$ cat src/rtl/rx78_scanout_if.sv
// rx78_scanout_if: shared read port of the six VRAM planes.
// One byte address, six plane bytes returned one clk later.
interface rx78_scanout_if;
  logic [12:0] vaddr;
  logic [7:0]  fg1, fg2, fg3;
  logic [7:0]  bg1, bg2, bg3;

  modport master (
    output vaddr,
    input  fg1, fg2, fg3,
    input  bg1, bg2, bg3
  );

  modport slave (
    input  vaddr,
    output fg1, fg2, fg3,
    output bg1, bg2, bg3
  );
endinterface

$ cat src/rtl/rx78_scanout.sv
// rx78_scanout: VRAM scan-out, six planes to 24-bit RGB.
// Optional border colour: define RX78_SCANOUT_BORDER_EN.
module rx78_scanout #(
  parameter int H_BYTES = 24,
  parameter int V_LINES = 184
) (
  input  logic           clk,
  input  logic           reset,
  input  logic           cen,
  input  logic           hb,
  input  logic           vb,
  rx78_scanout_if.master vram,
  input  logic [7:0]     p1,
  input  logic [7:0]     p2,
  input  logic [7:0]     p3,
  input  logic [7:0]     p4,
  input  logic [7:0]     p5,
  input  logic [7:0]     p6,
  input  logic [7:0]     mask,
  output logic [7:0]     red,
  output logic [7:0]     green,
  output logic [7:0]     blue,
  output logic           pix_valid
);

  localparam logic [5:0]  LINE_B  = 6'(H_BYTES);
  localparam logic [7:0]  LINES   = 8'(V_LINES);
  localparam logic [12:0] LINE_B13 = 13'(H_BYTES);

  typedef enum logic [2:0] {
    BLANK, PRE0, PRE1, WAIT, ACTIVE, LINE_END
  } state_t;

  state_t state, state_nx;

  logic [12:0]     base;
  logic [12:0]     addr_q;
  logic [7:0]      ln;
  logic [5:0]      col, col_nx, col_px;
  logic [2:0]      px;
  logic [5:0][7:0] sr, sr_nx, hold, ram;
  logic            fq1, fq2;
  logic            step, reload, vld_nx;
  logic [2:0]      fc, bc;
  logic [23:0]     rgb_nx;
  logic            unused_mask;

  assign unused_mask = ^mask[7:2];
  assign vram.vaddr  = addr_q;
  assign ram = {vram.bg3, vram.bg2, vram.bg1,
                vram.fg3, vram.fg2, vram.fg1};

  always_comb begin
    state_nx = state;
    if (vb) begin
      state_nx = BLANK;
    end else begin
      unique case (state)
        BLANK, LINE_END:
          if (hb && ln < LINES) state_nx = PRE0;
        PRE0:   state_nx = PRE1;
        PRE1:   state_nx = WAIT;
        WAIT:   if (cen && !hb) state_nx = ACTIVE;
        ACTIVE: if (hb) state_nx = LINE_END;
        default: state_nx = BLANK;
      endcase
    end
  end

  // A pixel is presented only on a cen that is not lost to hb/vb.
  always_comb begin
    step   = (state == ACTIVE) && cen && !hb && !vb;
    reload = step && (px == 3'd0);
    col_nx = (col > LINE_B) ? col : col + 6'd1;
    col_px = reload ? col_nx : col;
    sr_nx  = sr;
    for (int i = 0; i < 6; i++)
      sr_nx[i] = reload ? hold[i] : {1'b0, sr[i][7:1]};
    fc = {sr_nx[2][0], sr_nx[1][0], sr_nx[0][0]};
    bc = {sr_nx[5][0], sr_nx[4][0], sr_nx[3][0]};
    vld_nx = step && (col_px != 6'd0) &&
             (col_px <= LINE_B) && (ln < LINES);
  end

  always_comb begin
    rgb_nx = '0;
    if (vld_nx) begin
      if (mask[0] && fc != 3'd0)
        rgb_nx = {{8{p1[fc]}}, {8{p2[fc]}}, {8{p3[fc]}}};
      else if (mask[1] && bc != 3'd0)
        rgb_nx = {{8{p4[bc]}}, {8{p5[bc]}}, {8{p6[bc]}}};
    end
`ifdef RX78_SCANOUT_BORDER_EN
    else if (!hb && !vb) begin
      rgb_nx = {{8{p4[0]}}, {8{p5[0]}}, {8{p6[0]}}};
    end
`endif
  end

  always_ff @(posedge clk or posedge reset) begin
    if (reset) begin
      state  <= BLANK;
      base   <= '0;
      addr_q <= '0;
      ln     <= '0;
      col    <= '0;
      px     <= '0;
      sr     <= '0;
      hold   <= '0;
      fq1    <= 1'b0;
      fq2    <= 1'b0;
    end else begin
      state <= state_nx;
      fq1   <= 1'b0;
      fq2   <= fq1;
      if (fq2) hold <= ram;
      if (state_nx == PRE0)
        addr_q <= (state == BLANK) ? 13'd0 : base;
      if (state == BLANK) begin
        ln   <= '0;
        base <= '0;
        col  <= '0;
        px   <= '0;
        sr   <= '0;
      end
      if (state == PRE1) begin
        hold <= ram;
        col  <= '0;
        px   <= '0;
        sr   <= '0;
      end
      if (state == ACTIVE && state_nx == LINE_END) begin
        base <= base + LINE_B13;
        ln   <= ln + 8'd1;
      end
      // Past the last byte the holding regs feed zeros.
      if (step) begin
        px <= px + 3'd1;
        sr <= sr_nx;
        if (reload) begin
          col <= col_nx;
          if (col_nx < LINE_B) begin
            addr_q <= base + {7'd0, col_nx};
            fq1    <= 1'b1;
          end else begin
            hold <= '0;
          end
        end
      end
    end
  end

  always_ff @(posedge clk or posedge reset) begin
    if (reset) begin
      red       <= '0;
      green     <= '0;
      blue      <= '0;
      pix_valid <= 1'b0;
    end else if (cen) begin
      {red, green, blue} <= rgb_nx;
      pix_valid          <= vld_nx;
    end
  end

endmodule

$ cat src/flat_wrapper.sv
// flat-port wrapper written by rule: the top's interface ports become plain ports
module rx78_scanout_flat 
#(
  parameter int H_BYTES = 24,
  parameter int V_LINES = 184
)
  (clk, reset, cen, hb, vb, p1, p2, p3, p4, p5, p6, mask, red, green, blue, pix_valid, vram_vaddr, vram_fg1, vram_fg2, vram_fg3, vram_bg1, vram_bg2, vram_bg3);
  rx78_scanout_if vram_i ();
  input  logic clk;
  input  logic reset;
  input  logic cen;
  input  logic hb;
  input  logic vb;
  input  logic [7:0] p1;
  input  logic [7:0] p2;
  input  logic [7:0] p3;
  input  logic [7:0] p4;
  input  logic [7:0] p5;
  input  logic [7:0] p6;
  input  logic [7:0] mask;
  output logic [7:0] red;
  output logic [7:0] green;
  output logic [7:0] blue;
  output logic pix_valid;
  output wire logic [$bits(vram_i.vaddr)-1:0] vram_vaddr;
  input wire logic [$bits(vram_i.fg1)-1:0] vram_fg1;
  input wire logic [$bits(vram_i.fg2)-1:0] vram_fg2;
  input wire logic [$bits(vram_i.fg3)-1:0] vram_fg3;
  input wire logic [$bits(vram_i.bg1)-1:0] vram_bg1;
  input wire logic [$bits(vram_i.bg2)-1:0] vram_bg2;
  input wire logic [$bits(vram_i.bg3)-1:0] vram_bg3;
  assign vram_vaddr = vram_i.vaddr;
  assign vram_i.fg1 = vram_fg1;
  assign vram_i.fg2 = vram_fg2;
  assign vram_i.fg3 = vram_fg3;
  assign vram_i.bg1 = vram_bg1;
  assign vram_i.bg2 = vram_bg2;
  assign vram_i.bg3 = vram_bg3;
  rx78_scanout #(.H_BYTES(H_BYTES), .V_LINES(V_LINES)) u_core (.clk(clk), .reset(reset), .cen(cen), .hb(hb), .vb(vb), .vram(vram_i), .p1(p1), .p2(p2), .p3(p3), .p4(p4), .p5(p5), .p6(p6), .mask(mask), .red(red), .green(green), .blue(blue), .pix_valid(pix_valid));
endmodule
$ cat config.mk
export PLATFORM = sky130hd
export DESIGN_NAME = rx78_scanout_flat
export DESIGN_NICKNAME = d
export VERILOG_FILES = /design/src/rtl/rx78_scanout_if.sv /design/src/rtl/rx78_scanout.sv /design/src/flat_wrapper.sv
export SDC_FILE = /design/constraint.sdc
export NUM_CORES = 1
export LEC_CHECK = 0
export ABC_AREA = 1
export BUFFER_PORTS_ARGS = -buffer_cell sky130_fd_sc_hd__buf_2
export CORE_MARGIN = 3
export CORE_UTILIZATION = 30
export DETAILED_ROUTE_END_ITERATION = 10
export PLACE_DENSITY = 0.54
export SLEW_MARGIN = 20
export SYNTH_ARGS = -nofsm -noshare
export SYNTH_HDL_FRONTEND = slang
export SYNTH_SLANG_ARGS = --single-unit
$ cat constraint.sdc
create_clock -name clk -period 10.1 [get_ports clk]
set_input_delay 0.505 -clock clk [delete_from_list [all_inputs] [get_ports clk]]
set_output_delay 0.505 -clock clk [all_outputs]
set_load 0.02 [all_outputs]
==> out/metrics.csv <==
metric,value,unit
status,"complete, no violations",
clk_path_buf_depth,2,
grt_pass1_wl,34600,um
clk_pin_slew,0.06,ns
synth_nets,1157,
fp.dieW,168,um
layout_setup_ws,7.04,ns
via_per_inst,4.75,
grt_use_total,0.150,
vias,7017,
syn_area,0.00791,sq mm
holdBufCountCts,0,
grt_setup_unrepaired,no,
drt-met1-wl,9930,um
fin_tns_setup,0,ns
gp_congestion,0.858,
rr_worst_depth,15,
grt_pass1_vias,6711,
n_fill_cell,2742,
top_layer,met5,
whs,0.243,ns
synth_seq_area_share,0.450,
place_hpwl,14300,um
critPathRequiredTime,10.46,ns
multiInputGateArea,0.00348,sq mm
yosysUniqueCellTypes,38,
numPortBuffers,139,
grt_max_degree,86,
post-cts-setup-buffers,0,
drt-total-wl,21100,um
wl_met2,9810,um
dp_slack,6.98,ns
ys_seq_elements,142,
fin_worst_skew,0.0172,ns
drv_cap,0,
r2r-end,u_core.blue[6]$_DFFE_PP0P_,
met3_length,1100,um
overflow,0,
row_count,58,
drt_iter0_markers,474,
drive_above_1_share,0.188,
ys_warn_count,0,
ir_drop,0.000112,V
ioPinCount,147,
drt-pass1-iter-count,7,
hp-class,in2async,
power,1750,uW
cp-start-kind,flip-flop,
cp_max_fo,73,
ff2ff_setup_slack,7.04,ns
numCtsBuffers,17,
syn_area_per_cell,7.64,sq um
cp_data_arrival_time,3.42,ns
finalCriticalPeriod,3.06,ns
timing.final.crit_share,0.303,
timing.fmax,327,MHz
cts_tree,yes,
regArea,0.00355,sq mm
area_delta_synth_final,17.4,%
cts_htree_levels,4,
p_leak,0.00456,uW
cp-end-kind,flip-flop,
hold_viol,0,
drtAntennaViolNets,0,
cts_resized,0,
finalMaxSlewViolations,0,
crit_type,reg2reg,
antenna_found_initial,1,
die_area,0.0283,sq mm
r2r-start,u_core.px[0]$_DFFE_PP0P_,
cts_sinks,142,
root_buffer,clkbuf_16,
die_h,168,um
nets,1256,
drcViolationCount,0,
relSlewSlack,0.302,
wl_per_cell,14.3,um
finalSetupViolCount,0,
syn_inst,1035,
core_area,0.0255,sq mm
worst_slew_pin_slew,1.04,ns
initial_core_util,0.309,
utilization,0.363,
clk_latency,0.43,ns
powerDensity,188,mW/mm^2
diodes,0,
cell usage after synthesis, drive strengths merged:
cell type,number,area share
clkinv,2,0.0011
nor2,53,0.030
a21boi,1,0.0014
nor4,1,0.00079
dfrtp,142,0.45
o21ai,72,0.048
buf,37,0.033
o211ai,2,0.0019
a2111oi,1,0.0011
nand3b,5,0.0047
nand4,4,0.0032
xnor2,2,0.0022
nor3,9,0.0057
a21o,1,0.00095
clkbuf,27,0.013
nand3,134,0.089
a21oi,65,0.041
and2,1,0.00079
fa,1,0.0025
o22ai,45,0.036
xor2,17,0.019
inv,137,0.065
nand2,264,0.13
ha,12,0.019
layout by cell type, fill, tap and decap left out, drive strengths merged:
cell / netlist / routed
fa: 1 / 1
buf: 37 / 144
ha: 12 / 12
nand2: 264 / 264
o21ai: 72 / 72
o22ai: 45 / 45
nand4: 4 / 4
bufinv: 0 / 1
a21boi: 1 / 1
nor2: 53 / 53
xor2: 17 / 17
and2: 1 / 1
a21o: 1 / 1
o211ai: 2 / 2
clkinv: 2 / 9
nand3b: 5 / 5
clkbuf: 27 / 17
nor4: 1 / 1
a21oi: 65 / 65
inv: 137 / 144
a2111oi: 1 / 1
nand3: 134 / 134
dfrtp: 142 / 142
xnor2: 2 / 2
nor3: 9 / 9
worst max-delay path by stage:
stage / endpoint / from / slack [ns]
2_1_floorplan: u_core.base[0]$_DFFE_PP0N_ / reset / 5.79
3_3_place_gp: u_core.blue[6]$_DFFE_PP0P_ / u_core.px[0]$_DFFE_PP0P_ / 7.01
3_5_place_dp: u_core.blue[6]$_DFFE_PP0P_ / u_core.px[0]$_DFFE_PP0P_ / 6.98
4_1_cts: u_core.blue[6]$_DFFE_PP0P_ / u_core.px[0]$_DFFE_PP0P_ / 6.95
5_1_grt: u_core.blue[6]$_DFFE_PP0P_ / u_core.px[0]$_DFFE_PP0P_ / 6.63
6_report: u_core.blue[6]$_DFFE_PP0P_ / u_core.px[0]$_DFFE_PP0P_ / 7.04
cell families (layout without fill, tap and decap cells):
| logic type | Yosys count | after routing | share of synthesized area |
|---|---|---|---|
| AOI/OAI and AO/OA | 187 | 187 | 0.130 |
| xor gates and xnor gates | 19 | 19 | 0.0211 |
| adders and majority gates | 13 | 13 | 0.0215 |
| buffers and inverters | 203 | 315 | 0.112 |
| DFF | 142 | 142 | 0.450 |
| and+or+nand+nor | 471 | 471 | 0.265 |
registers in the layout (all words and copies together) (netlist names):
signal and flops:
u_core.hold 48, u_core.sr 42, u_core.base 13, u_core.vram.vaddr 13
u_core.ln 8, u_core.col 6, u_core.px 3, u_core.state 3
u_core.blue 1, u_core.fq1 1, u_core.fq2 1, u_core.green 1
u_core.pix_valid 1, u_core.red 1
layer usage:
metal / GRT usage / vias to the layer above
met5: 0 / -
met2: 0.235 / 174
li1: - / 3553
met3: 0.0303 / 22
met1: 0.212 / 3266
met4: 0.0413 / 2
final cells by class:
cell class / count / area share
timing repair buffer: 144 / 0.0790
clock inverter: 15 / 0.0164
sequential: 142 / 0.383
inverter: 139 / 0.0569
clock buffer: 17 / 0.0458
tap: 330 / 0.0445
multi-input combinational: 690 / 0.375
report_power, final:
part           switching (uW)  internal, uW  total (uW)
sequential               53.9           680         734
clock                     273           348         621
combinational             242           154         395
stage by stage:
stage	cells	cell area, sq um
floorplan	1035	7910
global placement	1445	8700
detailed placement	1445	8700
CTS	1477	9280
global route	1477	9280
finish	1477	9280
worst max-delay path, cell delays in order, from the launching register on:
cell     delay [ns]
dfrtp_1        0.38
inv_1          0.06
ha_1           0.22
nand2_4        0.49
inv_1          0.28
nand3_4        0.43
nand2_1        0.23
nand2_2        0.24
nand2_1        0.07
nand3_1        0.07
nand2_1        0.05
nor2_1         0.18
nor2_1         0.07
nor2_1         0.10
nand2_1        0.06
nand2_1        0.05
Note: power is estimated with default switching activity, not from simulation.
